$ cat src/rtl/io_port_arbiter.sv
// io_port_arbiter
// ---------------------------------------------------------------------------
// Two-requester arbiter and sequencer in front of the memory-mapped IO
// peripheral (status, LED and switch ports) of the single-cycle MIPS system.
// Requester 0 is the CPU data-bus side, requester 1 an auxiliary master.
// Each granted access takes three cycles:
//   IDLE  : sample requests, latch the winner's command into the outputs
//   ISSUE : peripheral strobe is high for exactly this cycle
//   ACK   : one-cycle acknowledge to the winner with the captured read data
//
// Optional build macro:
//   IO_ARB_FIXED_PRIO_EN - when defined, requester 0 always wins a tie.
//                          Otherwise arbitration is round-robin on `owner`.
//
// Ports:
//   clk, reset            clock, synchronous active-high reset
//   req0/req1             request, held until the matching ack
//   rd0/rd1, wr0/wr1      read / write command, valid with req
//   addr0/addr1           peripheral port select
//   wdata0/wdata1         write data
//   ack0/ack1             one-cycle completion pulse
//   rdata                 read result, valid with ack, held otherwise
//   pRead, pWrite         peripheral strobes (registered)
//   addr, pWriteData      peripheral address / write data (registered)
//   pReadData             combinational read data from the peripheral
//   busy                  high in ISSUE and ACK
//   owner                 requester currently or last granted
// ---------------------------------------------------------------------------
module io_port_arbiter #(
  parameter int ADDR_W  = 2,
  parameter int WDATA_W = 12,
  parameter int RDATA_W = 32
) (
  input  logic               clk,
  input  logic               reset,
  input  logic               req0,
  input  logic               req1,
  input  logic               rd0,
  input  logic               rd1,
  input  logic               wr0,
  input  logic               wr1,
  input  logic [ADDR_W-1:0]  addr0,
  input  logic [ADDR_W-1:0]  addr1,
  input  logic [WDATA_W-1:0] wdata0,
  input  logic [WDATA_W-1:0] wdata1,
  output logic               ack0,
  output logic               ack1,
  output logic [RDATA_W-1:0] rdata,
  output logic               pRead,
  output logic               pWrite,
  output logic [ADDR_W-1:0]  addr,
  output logic [WDATA_W-1:0] pWriteData,
  input  logic [RDATA_W-1:0] pReadData,
  output logic               busy,
  output logic               owner
);

  typedef enum logic [1:0] {
    IDLE  = 2'd0,
    ISSUE = 2'd1,
    ACK   = 2'd2
  } state_t;

  state_t              state_reg, state_next;
  logic                owner_reg, owner_next;
  logic                pread_reg, pread_next;
  logic                pwrite_reg, pwrite_next;
  logic [ADDR_W-1:0]   addr_reg, addr_next;
  logic [WDATA_W-1:0]  wdata_reg, wdata_next;
  logic [RDATA_W-1:0]  rdata_reg, rdata_next;
  logic [1:0]          ack_reg, ack_next;
  logic                busy_reg, busy_next;

  // Requester inputs gathered into indexable form.
  logic [1:0]          req_vec;
  logic [1:0]          rd_vec;
  logic [1:0]          wr_vec;
  logic [ADDR_W-1:0]   addr_vec  [2];
  logic [WDATA_W-1:0]  wdata_vec [2];
  logic                winner;

  assign req_vec      = {req1, req0};
  assign rd_vec       = {rd1, rd0};
  assign wr_vec       = {wr1, wr0};
  assign addr_vec[0]  = addr0;
  assign addr_vec[1]  = addr1;
  assign wdata_vec[0] = wdata0;
  assign wdata_vec[1] = wdata1;

  // Winner selection. With a single requester, that requester wins; the
  // tie-break is the only thing the build option changes.
`ifdef IO_ARB_FIXED_PRIO_EN
  assign winner = ~req_vec[0];
`else
  assign winner = (req_vec == 2'b11) ? ~owner_reg : req_vec[1];
`endif

  always_comb begin
    state_next  = state_reg;
    owner_next  = owner_reg;
    pread_next  = 1'b0;
    pwrite_next = 1'b0;
    addr_next   = addr_reg;
    wdata_next  = wdata_reg;
    rdata_next  = rdata_reg;
    ack_next    = 2'b00;
    busy_next   = 1'b0;

    case (state_reg)
      IDLE: begin
        if (|req_vec) begin
          // rd+wr together is a write; neither is a null transaction that
          // still walks through ISSUE/ACK without a strobe.
          pread_next  = rd_vec[winner] & ~wr_vec[winner];
          pwrite_next = wr_vec[winner];
          addr_next   = addr_vec[winner];
          wdata_next  = wdata_vec[winner];
          owner_next  = winner;
          busy_next   = 1'b1;
          state_next  = ISSUE;
        end
      end
      ISSUE: begin
        // Peripheral read data is combinational, so capture it at the end
        // of the strobe cycle.
        rdata_next         = pread_reg ? pReadData : '0;
        ack_next[owner_reg] = 1'b1;
        busy_next          = 1'b1;
        state_next         = ACK;
      end
      ACK: begin
        state_next = IDLE;
      end
      default: begin
        state_next = IDLE;
      end
    endcase
  end

  always_ff @(posedge clk) begin
    if (reset) begin
      state_reg  <= IDLE;
      owner_reg  <= 1'b1;   // requester 0 wins the first tie
      pread_reg  <= 1'b0;
      pwrite_reg <= 1'b0;
      addr_reg   <= '0;
      wdata_reg  <= '0;
      rdata_reg  <= '0;
      ack_reg    <= 2'b00;
      busy_reg   <= 1'b0;
    end else begin
      state_reg  <= state_next;
      owner_reg  <= owner_next;
      pread_reg  <= pread_next;
      pwrite_reg <= pwrite_next;
      addr_reg   <= addr_next;
      wdata_reg  <= wdata_next;
      rdata_reg  <= rdata_next;
      ack_reg    <= ack_next;
      busy_reg   <= busy_next;
    end
  end

  assign ack0       = ack_reg[0];
  assign ack1       = ack_reg[1];
  assign rdata      = rdata_reg;
  assign pRead      = pread_reg;
  assign pWrite     = pwrite_reg;
  assign addr       = addr_reg;
  assign pWriteData = wdata_reg;
  assign busy       = busy_reg;
  assign owner      = owner_reg;

endmodule

$ cat config.mk
export PLATFORM = sky130hd
export DESIGN_NAME = io_port_arbiter
export DESIGN_NICKNAME = d
export VERILOG_FILES = /design/src/rtl/io_port_arbiter.sv
export SDC_FILE = /design/constraint.sdc
export NUM_CORES = 1
export LEC_CHECK = 0
export CAP_MARGIN = 30
export CELL_PAD_IN_SITES_DETAIL_PLACEMENT = 2
export CELL_PAD_IN_SITES_GLOBAL_PLACEMENT = 2
export CORE_AREA = 2 2 98 100
export DETAILED_ROUTE_END_ITERATION = 7
export DIE_AREA = 0 0 100 102
export PLACE_DENSITY_LB_ADDON = 0.1
export SLEW_MARGIN = 20
export SYNTH_ARGS = -nofsm -noshare
export SYNTH_HDL_FRONTEND = slang
export SYNTH_SLANG_ARGS = --single-unit
$ cat constraint.sdc
create_clock -name clk -period 1.8 [get_ports clk]
set_input_delay 0.36 -clock clk [delete_from_list [all_inputs] [get_ports clk]]
set_output_delay 0.36 -clock clk [all_outputs]
set_load 0.005 [all_outputs]
=== Word level (Yosys, flattened, before mapping) ===
Cells that the tools add are included.

* Register bits after elaboration: 54
* Input port bits: 68
* Output and inout bits: 52
* Logic and storage cells: 47

* Order comparisons: 4
* Equality and inequality tests: 3
* Multiplexer cells: 18
* Bitwise logic cells: 7
* Reduce and logical (&&, ||, !) cells: 6

{| class="wikitable"
|+ Operator list
! kind !! count
|-
| 12-bit 2-to-1 mux || 3
|-
| 32-bit 2-to-1 mux || 1
|-
| 2-bit 2-to-1 mux || 4
|-
| 1-bit 2-to-1 mux || 7
|-
| 1-bit inverter || 5
|-
| 1-bit by 2-bit less-than comparator with 1-bit output, second input constant || 2
|-
| 2-bit one-hot mux with 2 select lines || 1
|-
| 2-bit OR reduction || 2
|-
| 3-bit OR reduction || 1
|-
| 2-bit by 1-bit == test with 1-bit output, second input constant || 1
|-
| 2-bit == test, second input constant || 1
|-
| 2-bit greater-or-equal comparator, second input constant || 1
|-
| 2-bit logical NOT || 1
|-
| 2-bit inequality test, second input constant || 1
|-
| 1-bit inverter with 2-bit output || 1
|-
| 1-bit one-hot mux with 2 select lines || 1
|-
| 2-bit AND reduction || 1
|-
| 1-bit AND || 1
|-
| 1-bit demux with 1-bit select || 1
|-
| 1-bit greater-or-equal comparator, second input constant || 1
|-
| 1-bit logical AND || 1
|}

=== Longest topological paths before layout ===
* Depth after elaboration: 6
* Depth in mapped cells: 6
* Depth with buffers taken out: 3

=== Worst setup path before layout ===
No wires, ideal clock.

* Path kind: input-to-reg
* Start: input port req1
* End: register wdata_reg[10], in the netlist pWriteData[10]
* Setup time: 0.088 ns
* Arrival time: 1.219 ns
* Required time: 1.712 ns
* Setup slack: 0.492 ns
* Cell stages on the path: 6
* Buffers on the path: 3
* Cell sequence: o21ba_1 buf_6 and2_4 buf_6 buf_6 a311oi_2

* Cells in the longest elaborated chain, start to end: 6
* Elaborated cells between the ends (all ways): 8
* Those cells by class: 1 x eq/ne; 4 x mux; 1 x bitwise; 2 x reduce/logical

{| class="wikitable"
|+ RTL lines
! element !! RTL line !! RTL
|-
| start: declaration || 37 || <nowiki>input logic req1,</nowiki>
|-
| 2-bit == test || 95 || <nowiki>assign winner = (req_vec == 2'b11) ? ~owner_reg : req_vec[1];</nowiki>
|-
| 1-bit 2-to-1 mux || 95 ||
|-
| 1-bit inverter with 2-bit output (implied by the code) || 117 || <nowiki>wdata_next = wdata_vec[winner];</nowiki>
|-
| 12-bit 2-to-1 mux (implied by the code) (3 in series) || 117 ||
|-
| end signal: assignment || 157 || <nowiki>wdata_reg <= wdata_next;</nowiki>
|-
| end: declaration || 69 || <nowiki>logic [WDATA_W-1:0] wdata_reg, wdata_next;</nowiki>
|}

Parallel ways exist; a longest one is shown, timed or not. The select of a mux whose other input is x is not followed.
A chain may end at the register's enable or synchronous reset.

=== Final worst setup path ===
* Start: register owner_reg, in the netlist owner
* End: output port owner

{| class="wikitable"
|+ RTL lines
! element !! RTL line !! RTL
|-
| start: declaration || 65 || <nowiki>logic owner_reg, owner_next;</nowiki>
|-
| start signal: assignment || 153 || <nowiki>owner_reg <= owner_next;</nowiki>
|-
| end: declaration || 55 || <nowiki>output logic owner</nowiki>
|}

No word-level cell between the ends.

==> impl_metrics.csv <==
group,metric,value,unit
outcome,outcome,"finished, final reports clean",
power_and_ir_drop,peakVddDrop,0.327,mV
clocking,cts_resized,0,
yosys,async_flop_share,0,
power_and_ir_drop,p_per_area,741,mW/mm^2
setup_path,critPathKind,"reg2out",
yosys,synth_edf_count,0,
timing,fin_skew,0.00461,ns
setup_path,cp_cell_sequence,"clkdlybuf4s50_1",
layout,multiInputGateArea,786,sq um
setup_path,cpPeakStageDelay,0.55,ns
min_path,hold_path_class,"reg2reg",
yosys,seq_area_frac_synth,0.545,
setup_path,crit_family,"buffers and inverters",
clocking,cts_buffers,5,
floorplan,start_util,0.218,
routing,met1_length,3140,um
timing,period_needed,1.68,ns
grt,grt_pass1_vias,2043,
floorplan,core_area,0.00911,sq mm
layout,drive_above_1_share,0.104,
clocking,cts_setup_buffers,0,
floorplan,die_width,100,um
routing,drt_iter0_markers,24,
power_and_ir_drop,total_power,2.53,mW
setup_path,cp_slowest_cell,"clkdlybuf4s50_1",
yosys,yosys.area_share.simple,0.0883,
placement,dpl-instance-area,0.00331,sq mm
routing,drt-pass1-iter-count,4,
routing,vias,1870,
yosys,synth_compound_area_frac,0.306,
floorplan,ioPinCount,120,
power_and_ir_drop,switching_share,0.260,
clocking,hold_buffers,0,
yosys,yosysUniqueCellTypes,25,
layout,fin_area,0.00341,sq mm
yosys,synthesis.nets,248,
power_and_ir_drop,clkPwrFrac,0.288,
layout,diodes,0,
setup_path,critPathBufInv,1,
setup_path,arrival,1.32,ns
setup_path,end_kind,"primary output",
clocking,clk_pin_slew_worst_paths,0.10,ns
floorplan,row_count,35,
clocking,clkSinkCount,54,
layout,largest_reg_flops,32,
timing,finalCritPeriodShare,0.935,
timing,slew_viol_final,0,
layout,num-fill-cells,996,
clocking,cts_root_buf,"clkbuf_8",
layout,area_growth_syn_to_layout,71.8,%
yosys,synth_seq_cells,54,
routing,post_drt_wl_per_cell,16.9,um
yosys,synth-xor-area-share,0,
timing,clock.fmax,594,MHz
grt,overflow,0,
flow_run,cap_violations,0,
yosys,yosysWarnings,0,
power_and_ir_drop,p_seq_frac,0.509,
grt,grt_pass1_wl,11000,um
clocking,cts.htree.levels,2,
layout,register_area,0.00108,sq mm
yosys,synth_area_per_cell,11.0,sq um
floorplan,die_height,102,um
timing,report.final.hold_viol_count,0,
routing,dr.max_layer_used,"met4",
routing,drc,0,
timing,rsz0062_at_grt,"no",
power_and_ir_drop,leakage,1.26,nW
setup_path,ff2ff_setup_slack,0.42,ns
power_and_ir_drop,p_comb_frac,0.204,
timing,slew_headroom,0.766,
yosys,synth_flop_cell,"dfxtp_1",
timing,setup_viol,0,
grt,grt_use_total,0.138,
yosys,syn_inst,180,
yosys,yosys-top-cells-area,"dfxtp_1 54%, a22o_1 14%, a311oi_2 7.6%",
setup_path,path_max_fanout,6,
timing,worst_pin_slew,0.351,ns
power_and_ir_drop,p_switching,0.656,mW
routing,routed-wl-met3,477,um
clocking,cts_tree,"built",
placement,gp_congestion,0.657,
yosys,syn-cell-area,0.00198,sq mm
grt,antenna_found_initial,0,
routing,drtAntennaViolNets,0,
yosys,synth_fa_ha_area_frac,0,
layout,nets,366,
floorplan,die_area,0.0102,sq mm
yosys,muxShareOfSynthArea,0,
routing,wl_met2,3270,um
yosys,synth_top_area_share,0.545,
timing,fin_tns_setup,0,ns
routing,drt_wl_total,6950,um
clocking,cts.path.max_buffers,2,
placement,numPortBuffers,119,
grt,grt_max_degree,33,
placement,dpl.hpwl,5100,um
setup_path,critical_path_required,1.44,ns
power_and_ir_drop,p_int,1.87,mW
clocking,clock_latency,0.31,ns
yosys,synth_top_family_by_area,"compound AO/OA/AOI/OAI gates",
yosys,synth.largest_area_cell,"dfxtp_1",
routing,avgViaCountPerCell,4.56,
setup_path,worstSetupStartpointType,"register",
worst reg2reg max path, delay by kind of cell (launching register included):
family,cells,cell delay [ns]
compound gates,2,0.54
buf+inv,2,0.41
flops,1,0.39
stage by stage:
step / hold slack, ns / setup WS, ns / instances / util
2_1_floorplan: 0.472 / 0.492 / 180 / -
3_3_place_gp: 0.460 / 0.0448 / 402 / 0.364
3_5_place_dp: 0.466 / 0.00343 / 402 / 0.364
6_report: 0.488 / 0.118 / 410 / 0.374
4_1_cts: 0.492 / 0.0880 / 410 / 0.374
5_1_grt: 0.507 / 0.0392 / 410 / 0.374
Yosys cell counts, types with 2 or more instances:
library cell  number
a22o_1            32
buf_6              6
and2_1             2
a311oi_1           4
nand2_1           31
a311oi_2          10
a21oi_1           17
nand3b_1           2
dfxtp_1           54
clkbuf_1           4
buf_2              4
per-layer routing:
layer | track usage | up-vias
met2 | 0.230 | 73
met4 | 0.0316 | 0
met3 | 0.0417 | 7
li1 | - | 893
met5 | 0 | -
met1 | 0.175 | 897
power by group through the flow:
stage	Clock (mW)	Sequential [mW]	Combinational (mW)
after floorplan	0	1.31	0.198
after global placement	0	1.31	0.515
after detailed placement	0	1.31	0.522
after CTS	0.761	1.29	0.526
after global routing	0.821	1.29	0.562
final	0.728	1.29	0.514
final timing paths:
path,from,end,depth (start not counted)
max reg2reg,state_reg[1],rdata[10],4
max,owner,owner,1
min reg2reg,rdata[8],rdata[8],1
min,rdata[8],rdata[8],1
cell type report:
| type | count | area share |
|---|---|---|
| timing repair buffer | 127 | 0.382 |
| sequential | 54 | 0.317 |
| multi-input combinational | 108 | 0.230 |
| tap | 111 | 0.0407 |
| clock buffer | 6 | 0.0242 |
| clock inverter | 2 | 0.00367 |
| inverter | 2 | 0.00220 |
cells in the final DEF (no fill, tap or decap), drive strengths merged, types with 2 or more instances in the layout:
cell type        n
a22o            32
inv              2
a311oi          14
nand3b           2
clkdlybuf4s50  119
dfxtp           54
and2             3
clkbuf           6
buf              8
a21oi           17
a21boi           2
nand2           31
cells by family after synthesis:
group                  after synthesis
AO/OA/AOI/OAI                       69
buffers and inverters               18
AND/OR/NAND/NOR                     39
flip-flops                          54
(Power assumes the default switching activity.)
